File: src/rtl/iob_wb_arbiter2.sv
// Round-robin arbiter of two Wishbone classic ports onto one IOb master. Latency: request to valid_o 1 cycle, ready_i to ack 1 cycle.
// The losing port is held off with no ack until the owner's transfer ends. Define IOB_WB_ARB_TIMEOUT_EN to add a watchdog that errors out stalled transfers.
module iob_wb_arbiter2 #(
  parameter int ADDR_W    = 32,
  parameter int DATA_W    = 32,
  parameter int TIMEOUT_W = 8
) (
  input  logic                clk_i,
  input  logic                arst_i,
  input  logic [ADDR_W-1:0]   wb0_adr_i,
  input  logic [DATA_W/8-1:0] wb0_sel_i,
  input  logic                wb0_we_i,
  input  logic                wb0_cyc_i,
  input  logic                wb0_stb_i,
  input  logic [DATA_W-1:0]   wb0_dat_i,
  output logic                wb0_ack_o,
  output logic                wb0_err_o,
  output logic [DATA_W-1:0]   wb0_dat_o,
  input  logic [ADDR_W-1:0]   wb1_adr_i,
  input  logic [DATA_W/8-1:0] wb1_sel_i,
  input  logic                wb1_we_i,
  input  logic                wb1_cyc_i,
  input  logic                wb1_stb_i,
  input  logic [DATA_W-1:0]   wb1_dat_i,
  output logic                wb1_ack_o,
  output logic                wb1_err_o,
  output logic [DATA_W-1:0]   wb1_dat_o,
  output logic                valid_o,
  output logic [ADDR_W-1:0]   addr_o,
  output logic [DATA_W-1:0]   wdata_o,
  output logic [DATA_W/8-1:0] wstrb_o,
  input  logic [DATA_W-1:0]   rdata_i,
  input  logic                ready_i,
  output logic [1:0]          grant_o
);
  typedef enum logic [1:0] {IDLE, REQ, ACK} state_t;

  state_t              state, state_nxt;
  logic                req0, req1, pick;
  logic                owner, last;
  logic                ack_q, err_q;
  logic                tmo;
  logic [ADDR_W-1:0]   addr_q;
  logic [DATA_W-1:0]   wdata_q, dat0_q, dat1_q;
  logic [DATA_W/8-1:0] wstrb_q;

  assign req0 = wb0_cyc_i & wb0_stb_i;
  assign req1 = wb1_cyc_i & wb1_stb_i;
  // On a tie the port not granted last wins; a lone request always wins.
  assign pick = (req0 & req1) ? ~last : req1;

`ifdef IOB_WB_ARB_TIMEOUT_EN
  logic [TIMEOUT_W-1:0] tmo_cnt;

  assign tmo = (state == REQ) && !ready_i && (tmo_cnt == {TIMEOUT_W{1'b1}});

  always_ff @(posedge clk_i) begin
    if (arst_i || state != REQ) tmo_cnt <= '0;
    else if (!ready_i)          tmo_cnt <= tmo_cnt + 1'b1;
  end
`else
  assign tmo = 1'b0;
`endif

  always_ff @(posedge clk_i) begin
    if (arst_i) state <= IDLE;
    else        state <= state_nxt;
  end

  always_comb begin
    state_nxt = state;
    case (state)
      IDLE:    if (req0 | req1) state_nxt = REQ;
      REQ:     if (ready_i | tmo) state_nxt = ACK;
      ACK:     state_nxt = IDLE;
      default: state_nxt = IDLE;
    endcase
  end

  always_ff @(posedge clk_i) begin
    if (arst_i) begin
      owner   <= 1'b0;
      last    <= 1'b1;
      ack_q   <= 1'b0;
      err_q   <= 1'b0;
      addr_q  <= '0;
      wdata_q <= '0;
      wstrb_q <= '0;
      dat0_q  <= '0;
      dat1_q  <= '0;
    end else begin
      ack_q <= 1'b0;
      err_q <= 1'b0;
      if (state == IDLE && (req0 | req1)) begin
        owner   <= pick;
        last    <= pick;
        addr_q  <= pick ? wb1_adr_i : wb0_adr_i;
        wdata_q <= pick ? wb1_dat_i : wb0_dat_i;
        wstrb_q <= pick ? (wb1_we_i ? wb1_sel_i : '0) : (wb0_we_i ? wb0_sel_i : '0);
      end
      // A watchdog expiry returns zero data and an error instead of an ack.
      if (state == REQ && (ready_i || tmo)) begin
        ack_q <= ready_i;
        err_q <= ~ready_i;
        if (owner) dat1_q <= ready_i ? rdata_i : '0;
        else       dat0_q <= ready_i ? rdata_i : '0;
      end
    end
  end

  always_comb begin
    valid_o = (state == REQ);
    grant_o = 2'b00;
    if (state != IDLE) grant_o = owner ? 2'b10 : 2'b01;
    // Responses are dropped if the requester abandoned its cycle.
    wb0_ack_o = ack_q & ~owner & wb0_cyc_i;
    wb1_ack_o = ack_q &  owner & wb1_cyc_i;
    wb0_err_o = err_q & ~owner & wb0_cyc_i;
    wb1_err_o = err_q &  owner & wb1_cyc_i;
  end

  assign addr_o    = addr_q;
  assign wdata_o   = wdata_q;
  assign wstrb_o   = wstrb_q;
  assign wb0_dat_o = dat0_q;
  assign wb1_dat_o = dat1_q;
endmodule

File: config.mk
export PLATFORM = sky130hd
export DESIGN_NAME = iob_wb_arbiter2
export DESIGN_NICKNAME = d
export VERILOG_FILES = /design/src/rtl/iob_wb_arbiter2.sv
export SDC_FILE = /design/constraint.sdc
export NUM_CORES = 1
export LEC_CHECK = 0
export CORE_AREA = 4 4 122 124
export CTS_BUF_LIST = sky130_fd_sc_hd__clkbuf_4 sky130_fd_sc_hd__clkbuf_8 sky130_fd_sc_hd__clkbuf_16
export CTS_CLUSTER_DIAMETER = 150
export DETAILED_ROUTE_END_ITERATION = 10
export DIE_AREA = 0 0 126 128
export DONT_BUFFER_PORTS = 1
export GPL_TIMING_DRIVEN = 0
export PLACE_DENSITY_LB_ADDON = 0.05
export SETUP_SLACK_MARGIN = 0.1
export SYNTH_ARGS = -nofsm -noshare
export SYNTH_HDL_FRONTEND = slang
export SYNTH_SLANG_ARGS = --single-unit
export TNS_END_PERCENT = 5
File: constraint.sdc
create_clock -name clk_i -period 2.8 [get_ports clk_i]
set_clock_uncertainty 0.05 [all_clocks]
set_input_delay 0.42 -clock clk_i [delete_from_list [all_inputs] [get_ports clk_i]]
set_output_delay 0.42 -clock clk_i [all_outputs]
set_load 0.05 [all_outputs]
## Word level (Yosys, flattened, before mapping)

Index checks and enable logic that the tools add are counted.

| word-level totals | value |
|---|---|
| register bits after elaboration | 138 |
| bits in latches | 0 |
| RAM bits | 0 |
| ROM bits | 0 |
| input port bits | 177 |
| output and inout bits | 139 |
| word-level logic and storage cells | 49 |
| memories | 0 |

| cells by class | value |
|---|---|
| $add $sub $neg | 0 |
| multiply operators | 0 |
| div/mod/pow operators | 0 |
| $lt $le $gt $ge | 0 |
| eq/ne operators | 3 |
| shift operators | 0 |
| muxes and demuxes | 12 |
| bitwise logic cells | 16 |
| reductions and logical operators | 8 |

Operators with widths:

| kind | number |
|---|---|
| 32-bit two-way mux | 3 |
| 4-bit two-way mux | 3 |
| 1-bit bitwise AND | 11 |
| 2-bit two-way mux | 4 |
| 2-bit AND reduction | 3 |
| 2-bit by 1-bit != test with 1-bit output (second input constant) | 2 |
| 1-bit inverter | 4 |
| 2-bit case mux with 2 select lines | 1 |
| 2-bit by 1-bit == test with 1-bit output (second input constant) | 1 |
| 1-bit logical AND | 2 |
| 2-bit zero test | 1 |
| 2-bit nonzero test | 1 |
| 2-bit OR reduction | 1 |
| 1-bit two-way mux | 1 |
| 1-bit bitwise OR | 1 |

## Longest topological paths before layout

| depth | value |
|---|---|
| depth in word-level cells | 4 |
| gate-level depth with buffers | 6 |

## Worst setup path after synthesis

Ideal clock, no wire load.

| timing path | value |
|---|---|
| path type | register to output |
| from | reg state[1] |
| to | out grant_o[0] |
| arrival time | 1.330 ns |
| required time | 2.330 ns |
| setup slack | 1.000 ns |
| cell stages (with the launch flop) | 4 |
| path through | dfxtp_1 > nor2_2 > clkbuf_1 > nor2_1 |

| between the ends | value |
|---|---|
| word-level cells in the longest chain between the ends | 2 |

RTL lines:

| element | RTL line | source |
|---|---|---|
| start, declared | 38 | `state_t state, state_nxt;` |
| start signal, assigned | 67 | `else state <= state_nxt;` |
| 2-bit nonzero test | 114 | `if (state != IDLE) grant_o = owner ? 2'b10 : 2'b01;` |
| 2-bit two-way mux | 114 |  |
| end, declared | 34 | `output logic [1:0] grant_o` |

Every way passes these cells.

## Worst setup path in the final report

Same ends and word-level chain as after synthesis.

==> load_flow_metrics.sql <==
INSERT INTO impl_metrics (metric_group, metric, value, unit) VALUES
('timing', 'layout_min_cycle_time', '2430', 'ps'),
('setup_path', 'slowest_delay', '730', 'ps'),
('yosys', 'synth_top_area_share', '0.458', ''),
('setup_path', 'category_of_the_most_critical_setup_path', 'flop to primary output', ''),
('routing', 'drt-pass1-iter-count', '5', ''),
('clock_network', 'clk_latency', '420', 'ps'),
('clock_network', 'cts-buffers-inserted', '17', ''),
('global_routing', 'global_route.overflow_total', '0', ''),
('timing', 'setup_violations', '0', ''),
('power_and_ir_drop', 'cell_pwr_density', '829', 'nW/um^2'),
('setup_path', 'library_cell_contributing_the_largest_single_delay_on_the_critical_path', 'nor2_1', ''),
('timing', 'grt_setup_unrepaired', 'false', ''),
('outcome', 'run_status', 'completed', ''),
('setup_path', 'critPathMaxFanout', '10', ''),
('timing', 'final-hold-violation-count', '0', ''),
('die', 'pin_count', '316', ''),
('clock_network', 'cts.root.buffer_cell', 'clkbuf_16', ''),
('hold_path', 'hold_depth', '2', ''),
('routing', 'wl_cell', '22.4', 'um'),
('power_and_ir_drop', 'p_leak', '0.00226', 'uW'),
('clock_network', 'clock_sinks', '138', ''),
('global_routing', 'met2_track_demand_over_resource', '0.423', ''),
('yosys', 'synth_enable_flop_cells', '0', ''),
('routing', 'postRouteWirelength', '20700', 'um'),
('yosys', 'synthesis.instances', '716', ''),
('timing', 'relSlewSlack', '0.241', ''),
('yosys', 'yosysWarnings', '0', ''),
('timing', 'tightestPinTransition', '1140', 'ps'),
('yosys', 'yosysTopAreaCell', 'dfxtp_1', ''),
('clock_network', 'ctsHoldBuffers', '0', ''),
('yosys', 'netlist-cell-type-count', '35', ''),
('setup_path', 'r2r_depth', '5', ''),
('timing', 'fin_crit_share', '0.868', ''),
('yosys', 'synth.ff_latch_count', '138', ''),
('hold_path', 'critical_hold_path_startpoint', 'rdata_i[29]', ''),
('finish', 'antenna_cells', '0', ''),
('global_routing', 'groute.usage.overall', '0.249', ''),
('setup_path', 'worstReg2RegEnd', 'wdata_o[9]', ''),
('finish', 'fin_nets', '912', ''),
('clock_network', 'ctsHtreeMaxLevel', '4', ''),
('clock_network', 'clk_pin_slew_worst_paths', '60', 'ps'),
('yosys', 'synth_top_flop_cell', 'dfxtp_1', ''),
('setup_path', 'reg2reg_slack', '1050', 'ps'),
('die', 'dieHeight', '128', 'um'),
('yosys', 'syn-cell-area', '6030', 'sq um'),
('placed_design', 'port_buffers', '0', ''),
('die', 'die_area', '16100', 'sq um'),
('power_and_ir_drop', 'irDropWorstVdd', '0.398', 'mV'),
('timing', 'timing.final.max_slew_violations', '0', ''),
('placed_design', 'detailedPlacementHpwl', '15900', 'um'),
('power_and_ir_drop', 'internal_power', '3960', 'uW'),
('die', 'floorplan.initialDensity', '0.438', ''),
('yosys', 'synth.avg_cell_area', '8.42', 'sq um'),
('finish', 'highest_count_cells_in_the_layout_ignoring_fill_and_taps', 'dfxtp_1, nand2_1, a21oi_1', ''),
('global_routing', 'grt_use_met3', '0.104', ''),
('power_and_ir_drop', 'p_comb_frac', '0.105', ''),
('power_and_ir_drop', 'power.share.switching', '0.310', ''),
('die', 'standard_cell_row_count', '43', ''),
('finish', 'layout_cells_sized_above_1', '0.159', ''),
('yosys', 'seq_area_frac_synth', '0.458', ''),
('global_routing', 'globalRouteMet1Util', '0.276', ''),
('clock_network', 'cts-resized-gates', '0', ''),
('routing', 'drc', '0', ''),
('job', 'max-cap-violations', '0', ''),
('setup_path', 'crit_arrival', '1960', 'ps'),
('yosys', 'synthesis.nets', '893', ''),
('clock_network', 'post-cts-setup-buffer-count', '0', ''),
('hold_path', 'hold_path_end', 'wb1_dat_o[29]', ''),
('setup_path', 'regToRegStartpoint', 'state[1]', ''),
('power_and_ir_drop', 'power_frac_seq', '0.458', ''),
('die', 'die-width', '126', 'um');
## stage by stage
step / instance area, sq um / cells / total power (uW) / hold slack [ps] / setup slack (ps)
floorplan: 6030 / 716 / 3100 / 427 / 1000
global placement: 6250 / 896 / 3260 / 457 / 784
detailed placement: 6250 / 896 / 3270 / 464 / 780
CTS: 6910 / 928 / 5770 / 60.6 / 322
global route: 6910 / 928 / 5940 / 64.0 / 258
finish: 6910 / 928 / 5730 / 78.2 / 370
## layer usage
metal / vias to the layer above / part of all wire
li1: 2640 / -
met1: 2652 / 0.36
met2: 266 / 0.50
met3: 51 / 0.11
met4: 2 / 0.032
met5: - / 0.00034
## layout make-up
class / count / area (sq um)
Buffer: 82 / 415
Clock buffer: 21 / 468
Clock inverter: 11 / 191
Fill cell: 1343 / 6860
Multi-Input combinational cell: 496 / 2850
Sequential cell: 138 / 2760
Tap cell: 180 / 225
## logic make-up after synthesis
| group | synth area share |
|---|---|
| other cells | 0.000622 |
| simple gates | 0.172 |
| compound gates | 0.300 |
| flops | 0.458 |
| buf+inv | 0.0689 |
## worst max path at each step
stage                     startpoint         end  cells after the start
after floorplan             state[1]  grant_o[0]                      3
after global placement      state[1]  grant_o[0]                      3
after detailed placement    state[1]  grant_o[0]                      3
after CTS                   state[1]  grant_o[0]                      3
after global routing        state[1]  grant_o[0]                      3
final                       state[1]  grant_o[0]                      3
## critical path, delay by kind of cell (launching register included)
| family | cells | cell delay, ps |
|---|---|---|
| and+or+nand+nor | 2 | 870 |
| buffers and inverters | 1 | 240 |
| DFF | 1 | 420 |
## cells in the mapped netlist (6+ instances only)
| master | n |
|---|---|
| a21oi_1 | 124 |
| a21oi_2 | 10 |
| a311oi_1 | 48 |
| a311oi_2 | 20 |
| buf_2 | 32 |
| buf_4 | 6 |
| clkbuf_1 | 39 |
| dfxtp_1 | 138 |
| nand2_1 | 130 |
| nand3_1 | 57 |
| nand3_2 | 9 |
| o21ai_0 | 65 |
## flip-flops by register name, summed over array words and instances (netlist names)
name	flops
err_q	1
addr_o	32
ack_q	1
state	2
owner	1
wdata_o	32
wb0_dat_o	32
wb1_dat_o	32
last	1
wstrb_o	4
## power by group through the flow
stage          logic (uW)  registers, uW  clock network (uW)
2_1_floorplan         477           2620                   0
5_1_grt               671           2640                2630
4_1_cts               604           2630                2540
3_3_place_gp          587           2670                   0
3_5_place_dp          603           2670                   0
6_report              600           2630                2510
Note: power is estimated with default switching activity, not from simulation.
